**config.mk**
```make
export PLATFORM = sky130hd
export DESIGN_NAME = multicycle_ctrl
export DESIGN_NICKNAME = d
export VERILOG_FILES = /design/src/rtl/multicycle_ctrl.sv
export SDC_FILE = /design/constraint.sdc
export NUM_CORES = 1
export LEC_CHECK = 0
export BUFFER_PORTS_ARGS = -buffer_cell sky130_fd_sc_hd__clkbuf_2
export CAP_MARGIN = 10
export CORE_MARGIN = 10
export CORE_UTILIZATION = 52
export DETAILED_ROUTE_END_ITERATION = 10
export PLACE_DENSITY = 0.82
export RECOVER_POWER = 100
export SETUP_SLACK_MARGIN = 0.15
export SYNTH_ARGS = -nofsm -noshare
export SYNTH_HDL_FRONTEND = slang
export SYNTH_SLANG_ARGS = --single-unit
```
**constraint.sdc**
```tcl
create_clock -name clk -period 2.2 [get_ports clk]
set_input_delay 0.33 -clock clk [delete_from_list [all_inputs] [get_ports clk]]
set_output_delay 0.33 -clock clk [all_outputs]
set_load 0.05 [all_outputs]
```
**src/rtl/multicycle_ctrl.sv**
```systemverilog
// -----------------------------------------------------------------------------
// multicycle_ctrl
//
// Main control FSM of the multicycle RV32I core. Each instruction is walked
// through FETCH, DECODE and a class-specific tail (memory, ALU or branch)
// over several clocks. The FSM drives the shared-ALU operand muxes, the
// 2-bit alu_op consumed by the ALU decoder, every architectural write enable,
// and waits on the memory ready handshake with an optional stall timeout.
//
// Parameters:
//   STALL_LIMIT  consecutive not-ready cycles tolerated in a memory-wait state
//                before the access is aborted (0 = wait forever)
//
// Ports:
//   clk         in   system clock, rising edge
//   rst_n       in   asynchronous active-low reset
//   opcode      in   instr[6:0] from the instruction register
//   zero        in   ALU zero flag (only consulted in BEQ)
//   mem_ready   in   memory access completes this cycle
//   alu_op      out  00 add, 01 sub, 10 funct-decoded
//   alu_src_a   out  00 PC, 01 oldPC, 10 rs1
//   alu_src_b   out  00 rs2, 01 imm, 10 constant 4
//   result_src  out  00 ALUOut, 01 memory data, 10 ALU result
//   adr_src     out  memory address: 0 PC, 1 result
//   ir_write    out  load IR and oldPC
//   pc_write    out  pc_update OR (branch AND zero)
//   reg_write   out  register file write
//   mem_write   out  data memory write
//   instr_done  out  1-cycle pulse on an instruction's last cycle
//   illegal_op  out  1-cycle pulse in DECODE on an unsupported opcode
//   mem_err     out  1-cycle pulse on a stall timeout
//   state_dbg   out  current state encoding
// -----------------------------------------------------------------------------
module multicycle_ctrl #(
    parameter int unsigned STALL_LIMIT = 15
) (
    input  logic       clk,
    input  logic       rst_n,
    input  logic [6:0] opcode,
    input  logic       zero,
    input  logic       mem_ready,
    output logic [1:0] alu_op,
    output logic [1:0] alu_src_a,
    output logic [1:0] alu_src_b,
    output logic [1:0] result_src,
    output logic       adr_src,
    output logic       ir_write,
    output logic       pc_write,
    output logic       reg_write,
    output logic       mem_write,
    output logic       instr_done,
    output logic       illegal_op,
    output logic       mem_err,
    output logic [3:0] state_dbg
);

    // -------------------------------------------------------------------------
    // Encodings
    // -------------------------------------------------------------------------
    typedef enum logic [3:0] {
        S_FETCH    = 4'd0,
        S_DECODE   = 4'd1,
        S_MEMADR   = 4'd2,
        S_MEMREAD  = 4'd3,
        S_MEMWB    = 4'd4,
        S_MEMWRITE = 4'd5,
        S_EXECR    = 4'd6,
        S_EXECI    = 4'd7,
        S_ALUWB    = 4'd8,
        S_BEQ      = 4'd9,
        S_JAL      = 4'd10
    } state_e;

    localparam logic [6:0] OP_LOAD   = 7'b0000011;
    localparam logic [6:0] OP_STORE  = 7'b0100011;
    localparam logic [6:0] OP_RTYPE  = 7'b0110011;
    localparam logic [6:0] OP_ITYPE  = 7'b0010011;
    localparam logic [6:0] OP_BRANCH = 7'b1100011;
    localparam logic [6:0] OP_JAL    = 7'b1101111;

    localparam logic [1:0] ALU_ADD   = 2'b00;
    localparam logic [1:0] ALU_SUB   = 2'b01;
    localparam logic [1:0] ALU_FUNCT = 2'b10;

    localparam logic [1:0] A_PC      = 2'b00;
    localparam logic [1:0] A_OLDPC   = 2'b01;
    localparam logic [1:0] A_RS1     = 2'b10;

    localparam logic [1:0] B_RS2     = 2'b00;
    localparam logic [1:0] B_IMM     = 2'b01;
    localparam logic [1:0] B_FOUR    = 2'b10;

    localparam logic [1:0] RES_ALUOUT = 2'b00;
    localparam logic [1:0] RES_MEM    = 2'b01;
    localparam logic [1:0] RES_ALU    = 2'b10;

    // Counter is at least 4 bits and grows if the limit needs more.
    localparam int CNT_W = (STALL_LIMIT < 16) ? 4 : $clog2(STALL_LIMIT + 1);
    localparam bit TIMEOUT_EN = (STALL_LIMIT != 0);
    // The timeout fires in the cycle that would be the STALL_LIMIT-th
    // not-ready cycle, i.e. when the count of previous waits is LIMIT-1.
    localparam logic [CNT_W-1:0] STALL_LAST =
        CNT_W'((STALL_LIMIT == 0) ? 0 : STALL_LIMIT - 1);

    // -------------------------------------------------------------------------
    // State
    // -------------------------------------------------------------------------
    state_e           state_q, state_d;
    logic [CNT_W-1:0] stall_q, stall_d;

    // Ungated versions of the write enables and pulses; reset gating is
    // applied at the ports.
    logic ir_write_c;
    logic pc_update_c;
    logic branch_c;
    logic reg_write_c;
    logic mem_write_c;
    logic done_c;
    logic illegal_c;
    logic wait_state;
    logic timeout;

    assign wait_state = (state_q == S_FETCH) || (state_q == S_MEMREAD) ||
                        (state_q == S_MEMWRITE);
    assign timeout    = TIMEOUT_EN && wait_state && !mem_ready &&
                        (stall_q == STALL_LAST);

    // -------------------------------------------------------------------------
    // Next-state and Moore output decode
    // -------------------------------------------------------------------------
    always_comb begin
        // NOTE: every signal assigned in this block gets a default first, so
        // no path through the case statement can leave a latch behind.
        state_d     = state_q;
        alu_op      = ALU_ADD;
        alu_src_a   = A_PC;
        alu_src_b   = B_RS2;
        result_src  = RES_ALUOUT;
        adr_src     = 1'b0;
        ir_write_c  = 1'b0;
        pc_update_c = 1'b0;
        branch_c    = 1'b0;
        reg_write_c = 1'b0;
        mem_write_c = 1'b0;
        done_c      = 1'b0;
        illegal_c   = 1'b0;

        unique case (state_q)
            S_FETCH: begin
                alu_src_a  = A_PC;
                alu_src_b  = B_FOUR;
                alu_op     = ALU_ADD;
                result_src = RES_ALU;
                if (mem_ready) begin
                    ir_write_c  = 1'b1;
                    pc_update_c = 1'b1;
                    state_d     = S_DECODE;
                end
            end

            S_DECODE: begin
                // Precompute the branch/jump target as oldPC + imm.
                alu_src_a = A_OLDPC;
                alu_src_b = B_IMM;
                alu_op    = ALU_ADD;
                unique case (opcode)
                    OP_LOAD,
                    OP_STORE:  state_d = S_MEMADR;
                    OP_RTYPE:  state_d = S_EXECR;
                    OP_ITYPE:  state_d = S_EXECI;
                    OP_BRANCH: state_d = S_BEQ;
                    OP_JAL:    state_d = S_JAL;
                    default: begin
                        illegal_c = 1'b1;
                        done_c    = 1'b1;
                        state_d   = S_FETCH;
                    end
                endcase
            end

            S_MEMADR: begin
                alu_src_a = A_RS1;
                alu_src_b = B_IMM;
                alu_op    = ALU_ADD;
                // opcode[5] separates store (0100011) from load (0000011).
                state_d   = opcode[5] ? S_MEMWRITE : S_MEMREAD;
            end

            S_MEMREAD: begin
                adr_src    = 1'b1;
                result_src = RES_ALUOUT;
                if (mem_ready) begin
                    state_d = S_MEMWB;
                end
            end

            S_MEMWB: begin
                result_src  = RES_MEM;
                reg_write_c = 1'b1;
                done_c      = 1'b1;
                state_d     = S_FETCH;
            end

            S_MEMWRITE: begin
                adr_src     = 1'b1;
                result_src  = RES_ALUOUT;
                mem_write_c = 1'b1;
                if (mem_ready) begin
                    done_c  = 1'b1;
                    state_d = S_FETCH;
                end
            end

            S_EXECR: begin
                alu_src_a = A_RS1;
                alu_src_b = B_RS2;
                alu_op    = ALU_FUNCT;
                state_d   = S_ALUWB;
            end

            S_EXECI: begin
                alu_src_a = A_RS1;
                alu_src_b = B_IMM;
                alu_op    = ALU_FUNCT;
                state_d   = S_ALUWB;
            end

            S_ALUWB: begin
                result_src  = RES_ALUOUT;
                reg_write_c = 1'b1;
                done_c      = 1'b1;
                state_d     = S_FETCH;
            end

            S_BEQ: begin
                // Compare rs1 - rs2; ALUOut still holds the target from DECODE.
                alu_src_a  = A_RS1;
                alu_src_b  = B_RS2;
                alu_op     = ALU_SUB;
                result_src = RES_ALUOUT;
                branch_c   = 1'b1;
                done_c     = 1'b1;
                state_d    = S_FETCH;
            end

            S_JAL: begin
                // PC <- target (ALUOut); ALU forms oldPC + 4 for the link.
                alu_src_a   = A_OLDPC;
                alu_src_b   = B_FOUR;
                alu_op      = ALU_ADD;
                result_src  = RES_ALUOUT;
                pc_update_c = 1'b1;
                state_d     = S_ALUWB;
            end

            default: begin
                state_d = S_FETCH;
            end
        endcase

        // A stall timeout abandons the access: nothing is written, the
        // instruction is retired as faulted and the FSM refetches.
        if (timeout) begin
            ir_write_c  = 1'b0;
            pc_update_c = 1'b0;
            branch_c    = 1'b0;
            reg_write_c = 1'b0;
            mem_write_c = 1'b0;
            done_c      = 1'b1;
            state_d     = S_FETCH;
        end
    end

    // -------------------------------------------------------------------------
    // Stall counter
    // -------------------------------------------------------------------------
    always_comb begin
        stall_d = stall_q;
        if (!wait_state || mem_ready || timeout || (state_d != state_q)) begin
            stall_d = '0;
        end else if (stall_q != '1) begin
            // Saturates rather than wrapping when the timeout is disabled.
            stall_d = stall_q + CNT_W'(1);
        end
    end

    // -------------------------------------------------------------------------
    // Registers
    // -------------------------------------------------------------------------
    // NOTE: sequential state uses non-blocking assignments so every register
    // samples the pre-edge values regardless of statement order.
    always_ff @(posedge clk or negedge rst_n) begin
        if (!rst_n) begin
            state_q <= S_FETCH;
            stall_q <= '0;
        end else begin
            state_q <= state_d;
            stall_q <= stall_d;
        end
    end

    // -------------------------------------------------------------------------
    // Outputs
    // -------------------------------------------------------------------------
    // NOTE: the enables are combinational (FETCH also depends on mem_ready),
    // so they are masked with rst_n to drop the instant reset asserts instead
    // of waiting for the state register alone.
    assign ir_write   = rst_n & ir_write_c;
    assign pc_write   = rst_n & (pc_update_c | (branch_c & zero));
    assign reg_write  = rst_n & reg_write_c;
    assign mem_write  = rst_n & mem_write_c;
    assign instr_done = rst_n & done_c;
    assign illegal_op = rst_n & illegal_c;
    assign mem_err    = rst_n & timeout;
    assign state_dbg  = state_q;

endmodule
```
==> results of run 1 <==
-- cell families after synthesis --
kind of cell	count (synthesis)	share of synthesized area, %
AND/OR/NAND/NOR	57	37.2
AO/OA/AOI/OAI	30	23.9
buffers and inverters	12	7.64
flip-flops	8	23.1
XOR/XNOR	4	4.04
adder cells (fa/ha/maj)	2	2.88
multiplexers	1	1.30
-- report_power, final --
| part | leakage [nW] | switching [mW] | internal (mW) | total (mW) |
|---|---|---|---|---|
| Sequential | 0.102 | 0.0133 | 0.155 | 0.169 |
| Clock | 0.0150 | 0.0691 | 0.0701 | 0.139 |
| Combinational | 0.516 | 0.229 | 0.129 | 0.358 |
-- metrics by stage --
stage               hold slack [ns]  util, %  instances  power (mW)  TNS (ns)
finish                        0.522     91.2        185       0.666    -0.181
global route                  0.511     91.2        185       0.679    -0.229
CTS                           0.409     91.6        182       0.610         0
detailed placement            0.267     76.7        161       0.438         0
global placement              0.262     76.7        161       0.432         0
floorplan                    0.0344        -        114       0.381    -0.195
-- area by class of cell --
class,instances,area [µm²],area share [%]
clock buffers,4,26.3,1.87
inverters,5,18.8,1.33
multi-input cells,94,751,53.4
flip-flops and latches,8,205,14.6
well taps,16,20.0,1.42
repair buffers,58,385,27.4
-- cell usage in the layout (no fill, tap or decap), types with 3 or more instances in the layout --
cell type / instances
clkbuf_4: 4
inv_1: 5
nand3_1: 5
clkbuf_1: 10
o21ai_0: 4
nand2_1: 5
nor3_1: 4
nand3b_1: 3
clkbuf_2: 18
dfrtp_1: 4
a21oi_1: 5
nor3_4: 4
buf_4: 20
buf_2: 3
nand2b_1: 5
dfrtp_2: 4
nor2_1: 9
-- timing repair --
item | in CTS | in global routing
hold buffers | 1 | 0
setup endpoints to repair | 7 | 14
pin swaps | 5 | 5
gates resized for setup | 19 | 22
endpoints found under the hold margin | 8 | 0
setup buffers | 16 | 3
-- sequential cells by signal (all words and copies together), names as in the netlist --
| signal | count |
|---|---|
| stall_q | 4 |
| state_dbg | 4 |
-- tightest hold or removal path: stages --
cell and delay (ns):
clkbuf_2 0.13, nor2_1 0.08, nand3b_1 0.11, a21oi_1 0.09
-- metal layers --
metal  GRT usage [%]  part of all wire, %  up-vias
li1                -                    -      529
met1            25.7                   32      598
met2            34.8                   43      190
met3            5.64                   14       77
met4            10.0                   11        0
met5               0                    0        -
-- worst paths after layout --
kind / startpoint / to / slack [ns] / cells past startpoint
max in group asynchronous: rst_n / state_dbg[0] / 1.05 / 3
worst max register to register: state_dbg[3] / state_dbg[2] / 0.09 / 5
worst min register to register: stall_q[3] / stall_q[3] / 0.66 / 1
min in group asynchronous: rst_n / stall_q[1] / 0.83 / 3
worst max-delay path: state_dbg[2] / adr_src / -0.07 / 5
worst min-delay path: opcode[2] / state_dbg[2] / 0.52 / 4
-- Yosys cell counts (all sizes together), types with 2 or more instances --
cell / instances / area [µm²]
nor2: 12 / 45.0
nor3: 9 / 50.1
dfrtp: 8 / 200
o21ai: 7 / 35.0
a21oi: 6 / 30.0
nand2b: 6 / 45.0
buf: 5 / 40.0
inv: 5 / 18.8
nand2: 5 / 18.8
nand3: 5 / 25.0
a211oi: 3 / 22.5
and3: 3 / 18.8
nand3b: 3 / 22.5
nor2b: 3 / 18.8
nor4: 3 / 18.8
xnor2: 3 / 26.3
a211o: 2 / 17.5
a22o: 2 / 17.5
clkbuf: 2 / 7.51
ha: 2 / 25.0
nor3b: 2 / 15.0
or2: 2 / 12.5
==> results.txt, run 1 <==
Net Count, Synth: 127
DRT Pass-1 Iters: 6
WP buf/inv: 3
Site row count: 14
Die Span Y: 60.9 µm
Delay-heaviest family, CP: buffers and inverters
Rel. slew slack: 45.7%
Clk Tree Root Cell: clkbuf_4
Critical Path, Cell by Cell: buf_2, buf_4, xor2_1, and3_1, clkbuf_2
CP max FO: 6
Initial antenna violation count: 0
Layout cells sized above 1: 47.9%
Core box area: 0.00154 mm²
Syn_area_per_cell: 7.62 µm²
Final Max Tran Viols: 0
TritonCTS clock tree: yes
Clock Skew: 0.00317 ns
Grt ovf: 0
Slew of the pin with the lowest slew margin: 0.808 ns
WP data arrival: 1.94 ns
Die X: 60.9 µm
Clk buf depth: 2
Synth cell types: 44
RePlAce Congestion: 0.832
Synthesized instance count: 114
Ports: 31
Fill count: 65
Max Cap Viol: 0
DR iter-0 viols: 143
Status: finished, violations left
Count of nets after finishing: 183
Failing checks: setup timing
Static Leak: 0.634 nW
Req. time, crit path: 1.87 ns
CTS Buf Count: 3
CP endpoint kind: output port
Vias in the first global route: 1215
DRC viols: 0
Register area share after synthesis: 23.1%
Seq cells post-synth: 8
Starting Density: 56.3%
Final instance area: 0.00141 mm²
Final hold viol count: 0
H-tree levels: 1
Fmax achieved: 0.440 GHz
Area Growth Syn to Fin: 62.0%
Worst-path clk slew: 0.07 ns
Setup-failing EPs final: 3
Slowest-stage cell, CP: dfrtp_2
Post-place setup slack: 0.134 ns
VDD IR max: 0.434 mV
CP peak stage delay: 0.47 ns
Fin crit share: 103%
Number of diodes: 0
Ys flop type: dfrtp_1
Min Tclk post-route: 2.27 ns
EDFF count, synth: 0
Die ar.: 0.00370 mm²
Clk_lat worst skew: 0.27 ns
CP startpoint kind: flop
RSZ-0062 raised after global routing: yes
Worst setup margin: -0.0729 ns
Via/cell ratio: 7.54
HP Class: in -> reg
Crit Path Class: reg -> out
Ys Warns: 0
FFs w/ async S/R, synth: 100%
Mapped cell area: 868 µm²
PD cells: 474 mW/mm²
Placed inst area: 0.00118 mm²
Total track usage: 21.4%
First-pass GRT wire length: 6200 µm
Antenna Nets Post-Route: 0
HPWL after detailed placement: 2060 µm
Port Buf Inserts: 30
Final wirelength: 5220 µm
Wire length per cell: 28.2 µm
CTS Sinks: 8
Largest net degree at the start of global routing: 9
Via count: 1394
Note: power is estimated with default switching activity, not from simulation.
==> inputs of run 2 (changes only) <==
--- a/config.mk
+++ b/config.mk
@@ -14,4 +14,5 @@
 export RECOVER_POWER = 100
 export SETUP_SLACK_MARGIN = 0.15
+export SKIP_CTS_REPAIR_TIMING = 1
 export SYNTH_ARGS = -nofsm -noshare
 export SYNTH_HDL_FRONTEND = slang
==> constraint.sdc (replaced) <==
create_clock -name clk -period 2.2 [get_ports clk]
set_input_delay 0.11 -clock clk [delete_from_list [all_inputs] [get_ports clk]]
set_output_delay 0.11 -clock clk [all_outputs]
set_load 0.05 [all_outputs]
==> run 2 against run 1 <==
Effect of this change: the flow now finishes without violations; global-route usage down 6.0 points; worst hold slack worse by 0.33 ns; via count down 24%; largest cell class unchanged.
==> results.txt, run 2 (synthesis gave the netlist of run 1 again) <==
DR top layer: met4
Finished Layout Cells: 174 (-5.9%)
CP max FO: 9 (+3)
Hold Slack: 0.194 ns (-0.328 ns)
Clock Skew: 0.00402 ns (+0.000857 ns)
Die X: 60.9 µm (unchanged)
CP peak stage delay: 0.51 ns (+0.04 ns)
Port Buf Inserts: 30 (unchanged)
Die Span Y: 60.9 µm (unchanged)
Area Growth Syn to Fin: 41.5%
Post-layout power: 0.569 mW (-15%)
Die ar.: 0.00370 mm² (unchanged)
Setup tns final: 0 ns (+0.181 ns)
Worst-path clk slew: 0.06 ns (about the same)
Initial antenna violation count: 0 (unchanged)
Fmax achieved: 0.486 GHz (+10%)
Critical Path, Cell by Cell: nor4b_2, a22oi_1, o21ai_0, buf_4, nor4_4, clkbuf_2
Metal3 WL: 263 µm (-63%)
Status: finished, final reports clean
WP data arrival: 1.95 ns (about the same)
Core box area: 0.00154 mm² (unchanged)
Comb power frac: 47.9% (-5.9 points)
Post-place setup slack: 0.335 ns (+0.200 ns)
DR iter-0 viols: 51 (-64%)
Via count: 1060 (-24%)
CTS Sinks: 8 (unchanged)
Final Max Tran Viols: 0 (unchanged)
M1 WL: 1210 µm (-28%)
RSZ-0062 raised after global routing: yes
Site row count: 14 (unchanged)
Setup-failing EPs final: 0 (-3)
CP startpoint kind: flop
First-pass GRT wire length: 4510 µm (-27%)
Starting Density: 56.3% (unchanged)
Number of diodes: 0 (unchanged)
Delay-heaviest family, CP: flip-flops
Switching pwr: 0.249 mW (-20%)
Static Leak: 0.557 nW (-12%)
Sequential Power Share: 29.8% (+4.5 points)
Antenna Nets Post-Route: 0 (unchanged)
Routed length on met2: 1430 µm (-37%)
Pint: 0.320 mW (-9.7%)
Largest net degree at the start of global routing: 20 (+11)
Inst Count DP: 159 (-1.2%)
DRT Pass-1 Iters: 4 (-2)
Clk_lat worst skew: 0.26 ns (about the same)
Crit Path Class: reg -> out
HPWL after detailed placement: 2150 µm (+4.3%)
H-tree levels: 1 (unchanged)
HP Class: in -> reg
PD cells: 463 mW/mm² (-2.3%)
WP buf/inv: 2 (-1)
Max Cap Viol: 0 (unchanged)
Slew of the pin with the lowest slew margin: 0.731 ns (-0.0764 ns)
Share of total power in the clock network: 22.3% (+1.4 points)
CP Depth: 6 (+1)
Count of nets after finishing: 172 (-6.0%)
VDD IR max: 0.340 mV (-22%)
Hold path depth: 4 (unchanged)
Final wirelength: 2930 µm (-44%)
Worst setup margin: 0.142 ns (+0.215 ns)
CTS Buf Count: 3 (unchanged)
Req. time, crit path: 2.09 ns (+0.22 ns)
Vias in the first global route: 967 (-20%)
Clk buf depth: 2 (unchanged)
Rel. slew slack: 50.8% (+5.1 points)
Total track usage: 15.5% (-6.0 points)
CP endpoint kind: output port
Final hold viol count: 0 (unchanged)
R2R depth: 4 (-1)
RePlAce Congestion: 0.907 (+9.0%)
Fill count: 122 (+88%)
Switching part of the total: 43.7% (-3.0 points)
Grt ovf: 0 (unchanged)
DRC viols: 0 (unchanged)
Layout cells sized above 1: 33.5% (-14 points)
Slowest-stage cell, CP: dfrtp_1
Ports: 31 (unchanged)
Most frequent cells in the layout: 16 x clkbuf_2, 16 x buf_4, 14 x clkbuf_1, 11 x nor2_1
Fin crit share: 93.6% (-9.8 points)
TritonCTS clock tree: yes
Wire length per cell: 16.8 µm (-40%)
Via/cell ratio: 6.09 (-19%)
Min Tclk post-route: 2.06 ns (-0.215 ns)
Clk Tree Root Cell: clkbuf_4
-- run 2: cell count changes in the layout (fill, tap and decap cells not counted), sizes merged --
| cell | delta |
|---|---|
| buf | -10 |
| clkbuf | -1 |
-- run 2: worst min-delay path, cell delays in order --
cell	delay (ns)
clkbuf_2	0.11
nor2_1	0.06
nand3b_1	0.08
a21oi_1	0.06
-- run 2: layout make-up --
class / count / area, µm² / share of cell area, %
inverter: 5 / 18.8 / 1.53
tap: 16 / 20.0 / 1.63
clock buffer: 4 / 26.3 / 2.14
timing repair buffer: 47 / 267 / 21.7
sequential: 8 / 203 / 16.5
multi-input combinational: 94 / 694 / 56.5
-- run 2: per-stage QoR --
| step | utilization (%) | area [µm²] |
|---|---|---|
| detailed placement | 73.3 | 1130 |
| global route | 79.7 | 1230 |
| global placement | 73.3 | 1130 |
| floorplan | - | 962 |
| finish | 79.7 | 1230 |
| CTS | 75.0 | 1160 |
-- run 2: metal layers --
| layer | vias to the layer above | track usage [%] |
|---|---|---|
| met2 | 59 | 24.0 |
| met1 | 489 | 19.3 |
| met3 | 4 | 5.43 |
| met5 | - | 0 |
| li1 | 508 | - |
| met4 | 0 | 5.33 |
-- run 2: path summary, 6_finish.rpt --
kind,slack [ns],to,from
max,0.14,reg_write,state_dbg[3]
min,0.19,state_dbg[2],opcode[2]
max reg2reg,0.40,state_dbg[0],state_dbg[3]
min reg2reg,0.58,stall_q[1],stall_q[1]
max in group asynchronous,1.51,state_dbg[0],rst_n
min in group asynchronous,0.38,stall_q[2],rst_n
-- run 2: power groups by stage --
stage                     logic, mW  registers (mW)  clock network, mW
after CTS                     0.250           0.176              0.129
after floorplan               0.187           0.178                  0
after global placement        0.243           0.177                  0
after global routing          0.292           0.170              0.143
final                         0.273           0.170              0.127
after detailed placement      0.249           0.178                  0
==> inputs of run 3 (changes only) <==
clock period = 2.62 ns   (was 2.2 ns; I/O delays follow)
==> run 3 against run 2 <==
Effect of this change: worst setup slack better by 0.11 ns; sequential cell count stayed put; critical endpoint is now instr_done; sequential share of layout area is 3.1 points higher; total power is 26% lower; count of clock-buffer cells in the layout is 1 lower.
==> results.txt, run 3 (synthesis gave the netlist of run 1 again) <==
Wire length per cell: 15.6 µm (-7.1%)
Worst-path clk slew: 0.05 ns (about the same)
Most common cell after layout, fill and taps aside: clkbuf_2
Critical Path, Cell by Cell: nand2b_1, or4_1, nor3_4, a211o_1, clkbuf_2
DR iter-0 viols: 24 (-53%)
First-pass GRT wire length: 3840 µm (-15%)
Final Max Tran Viols: 0 (unchanged)
CP max FO: 19 (+10)
TritonCTS clock tree: yes
Die Span Y: 60.9 µm (unchanged)
Vias in the first global route: 823 (-15%)
CP endpoint kind: output port
Clk_lat worst skew: 0.26 ns (about the same)
Count of nets after finishing: 157 (-8.7%)
Delay-heaviest family, CP: simple AND/OR/NAND/NOR gates
Placed inst area: 0.00103 mm² (-8.6%)
CP startpoint kind: flop
Gr busiest metal: met2
Multi-input gate area: 618 µm² (-11%)
HPWL after detailed placement: 1930 µm (-10%)
Final instance area: 0.00103 mm² (-16%)
Via count: 956 (-9.8%)
Most frequent cells in the layout: 17 x clkbuf_2, 14 x clkbuf_1, 12 x nor2_1, 7 x dfrtp_1
Finished Layout Cells: 158 (-9.2%)
Fill count: 156 (+28%)
Fin crit share: 90.5%
VDD IR max: 0.337 mV (-0.77%)
Clk buf depth: 2 (unchanged)
Grt ovf: 0 (unchanged)
Antenna Nets Post-Route: 0 (unchanged)
Setup-failing EPs final: 0 (unchanged)
Clk Tree Root Cell: clkbuf_4
Slew of the pin with the lowest slew margin: 0.634 ns (-0.0968 ns)
Die ar.: 0.00370 mm² (unchanged)
Area Growth Syn to Fin: 18.4%
Via/cell ratio: 6.05 (-0.68%)
Max Cap Viol: 0 (unchanged)
Port Buf Inserts: 30 (unchanged)
Rel. slew slack: 57.9% (+7.1 points)
Min Tclk post-route: 2.37 ns
Clock Skew: 0.00873 ns (+0.00471 ns)
Largest net degree at the start of global routing: 20 (unchanged)
DRT Pass-1 Iters: 4 (unchanged)
RSZ-0062 raised after global routing: no
DRC viols: 0 (unchanged)
Met3 global-route usage: 5.01% (-0.42 points)
Layout cells sized above 1: 20.4% (-13 points)
Ports: 31 (unchanged)
Met1 Use GR: 16.7% (-2.5 points)
H-tree levels: 1 (unchanged)
WP data arrival: 2.24 ns (+0.29 ns)
Inst Count DP: 154 (-3.1%)
Final wirelength: 2470 µm (-16%)
Starting Density: 56.3% (unchanged)
CTS Sinks: 8 (unchanged)
CP peak stage delay: 0.59 ns (+0.08 ns)
Register area: 201 µm² (-0.62%)
Status: finished, final reports clean
Static Leak: 0.455 nW (-18%)
Initial antenna violation count: 0 (unchanged)
Req. time, crit path: 2.49 ns (+0.40 ns)
HP Class: in -> reg
Met2 Resource Use GR: 20.7% (-3.3 points)
Fmax achieved: 0.422 GHz
Number of diodes: 0 (unchanged)
Die X: 60.9 µm (unchanged)
Core box area: 0.00154 mm² (unchanged)
CTS Buf Count: 3 (unchanged)
PD cells: 410 mW/mm² (-11%)
Final hold viol count: 0 (unchanged)
RePlAce Congestion: 0.910 (+0.35%)
Total track usage: 13.2% (-2.3 points)
Site row count: 14 (unchanged)
WP buf/inv: 1 (-1)
Crit Path Class: reg -> out
Slowest-stage cell, CP: dfrtp_1
run 3: cell types whose count changed in the layout (fill, tap and decap cells not counted), sizes merged:
cell,before,now
buf,16,0
run 3: worst paths after layout:
kind / startpoint / to / slack [ns] / depth (start not counted)
setup / recovery: state_dbg[1] / instr_done / 0.25 / 5
hold / removal: opcode[2] / state_dbg[2] / 0.23 / 4
min in group asynchronous: rst_n / stall_q[3] / 0.27 / 2
setup reg to reg: state_dbg[1] / state_dbg[0] / 0.79 / 4
max in group asynchronous: rst_n / state_dbg[0] / 2.13 / 2
hold reg to reg: stall_q[3] / stall_q[3] / 0.55 / 1
run 3: worst reg2reg max path, cell delays in order, from the launching register on:
cell and delay, ns:
dfrtp_1 0.59, nand2b_1 0.31, nor4_1 0.51, a32oi_1 0.18, nor2_1 0.16
run 3: layout make-up:
class / count / area share (%)
clock buffers: 3 / 2.19
inverters: 5 / 1.82
multi-input cells: 94 / 60.1
flip-flops and latches: 8 / 19.6
well taps: 16 / 1.95
repair buffers: 32 / 14.4
run 3: power by group:
part / internal, mW / switching, mW / leakage, nW
combinational: 0.0524 / 0.128 / 0.334
sequential: 0.130 / 0.0189 / 0.107
clock: 0.0523 / 0.0399 / 0.0138
total: 0.235 / 0.186 / 0.455
run 3: layer usage:
layer,wire length (µm),up-vias,part of all wire [%]
li1,-,476,-
met1,1130,431,46
met2,1100,47,44
met3,223,2,9.0
met4,23,0,0.93
met5,0,-,0
run 3: metrics by stage:
step	util [%]	total power, mW	hold slack, ns	setup WS, ns	setup TNS (ns)
after floorplan	-	0.293	-0.165	-0.0972	-0.0972
final	66.7	0.421	0.235	0.249	0
after global placement	67.0	0.334	0.00399	0.601	0
after global routing	66.7	0.450	0.249	0.135	0
after CTS	68.4	0.430	-0.266	0.263	0
after detailed placement	67.0	0.338	0.00793	0.536	0
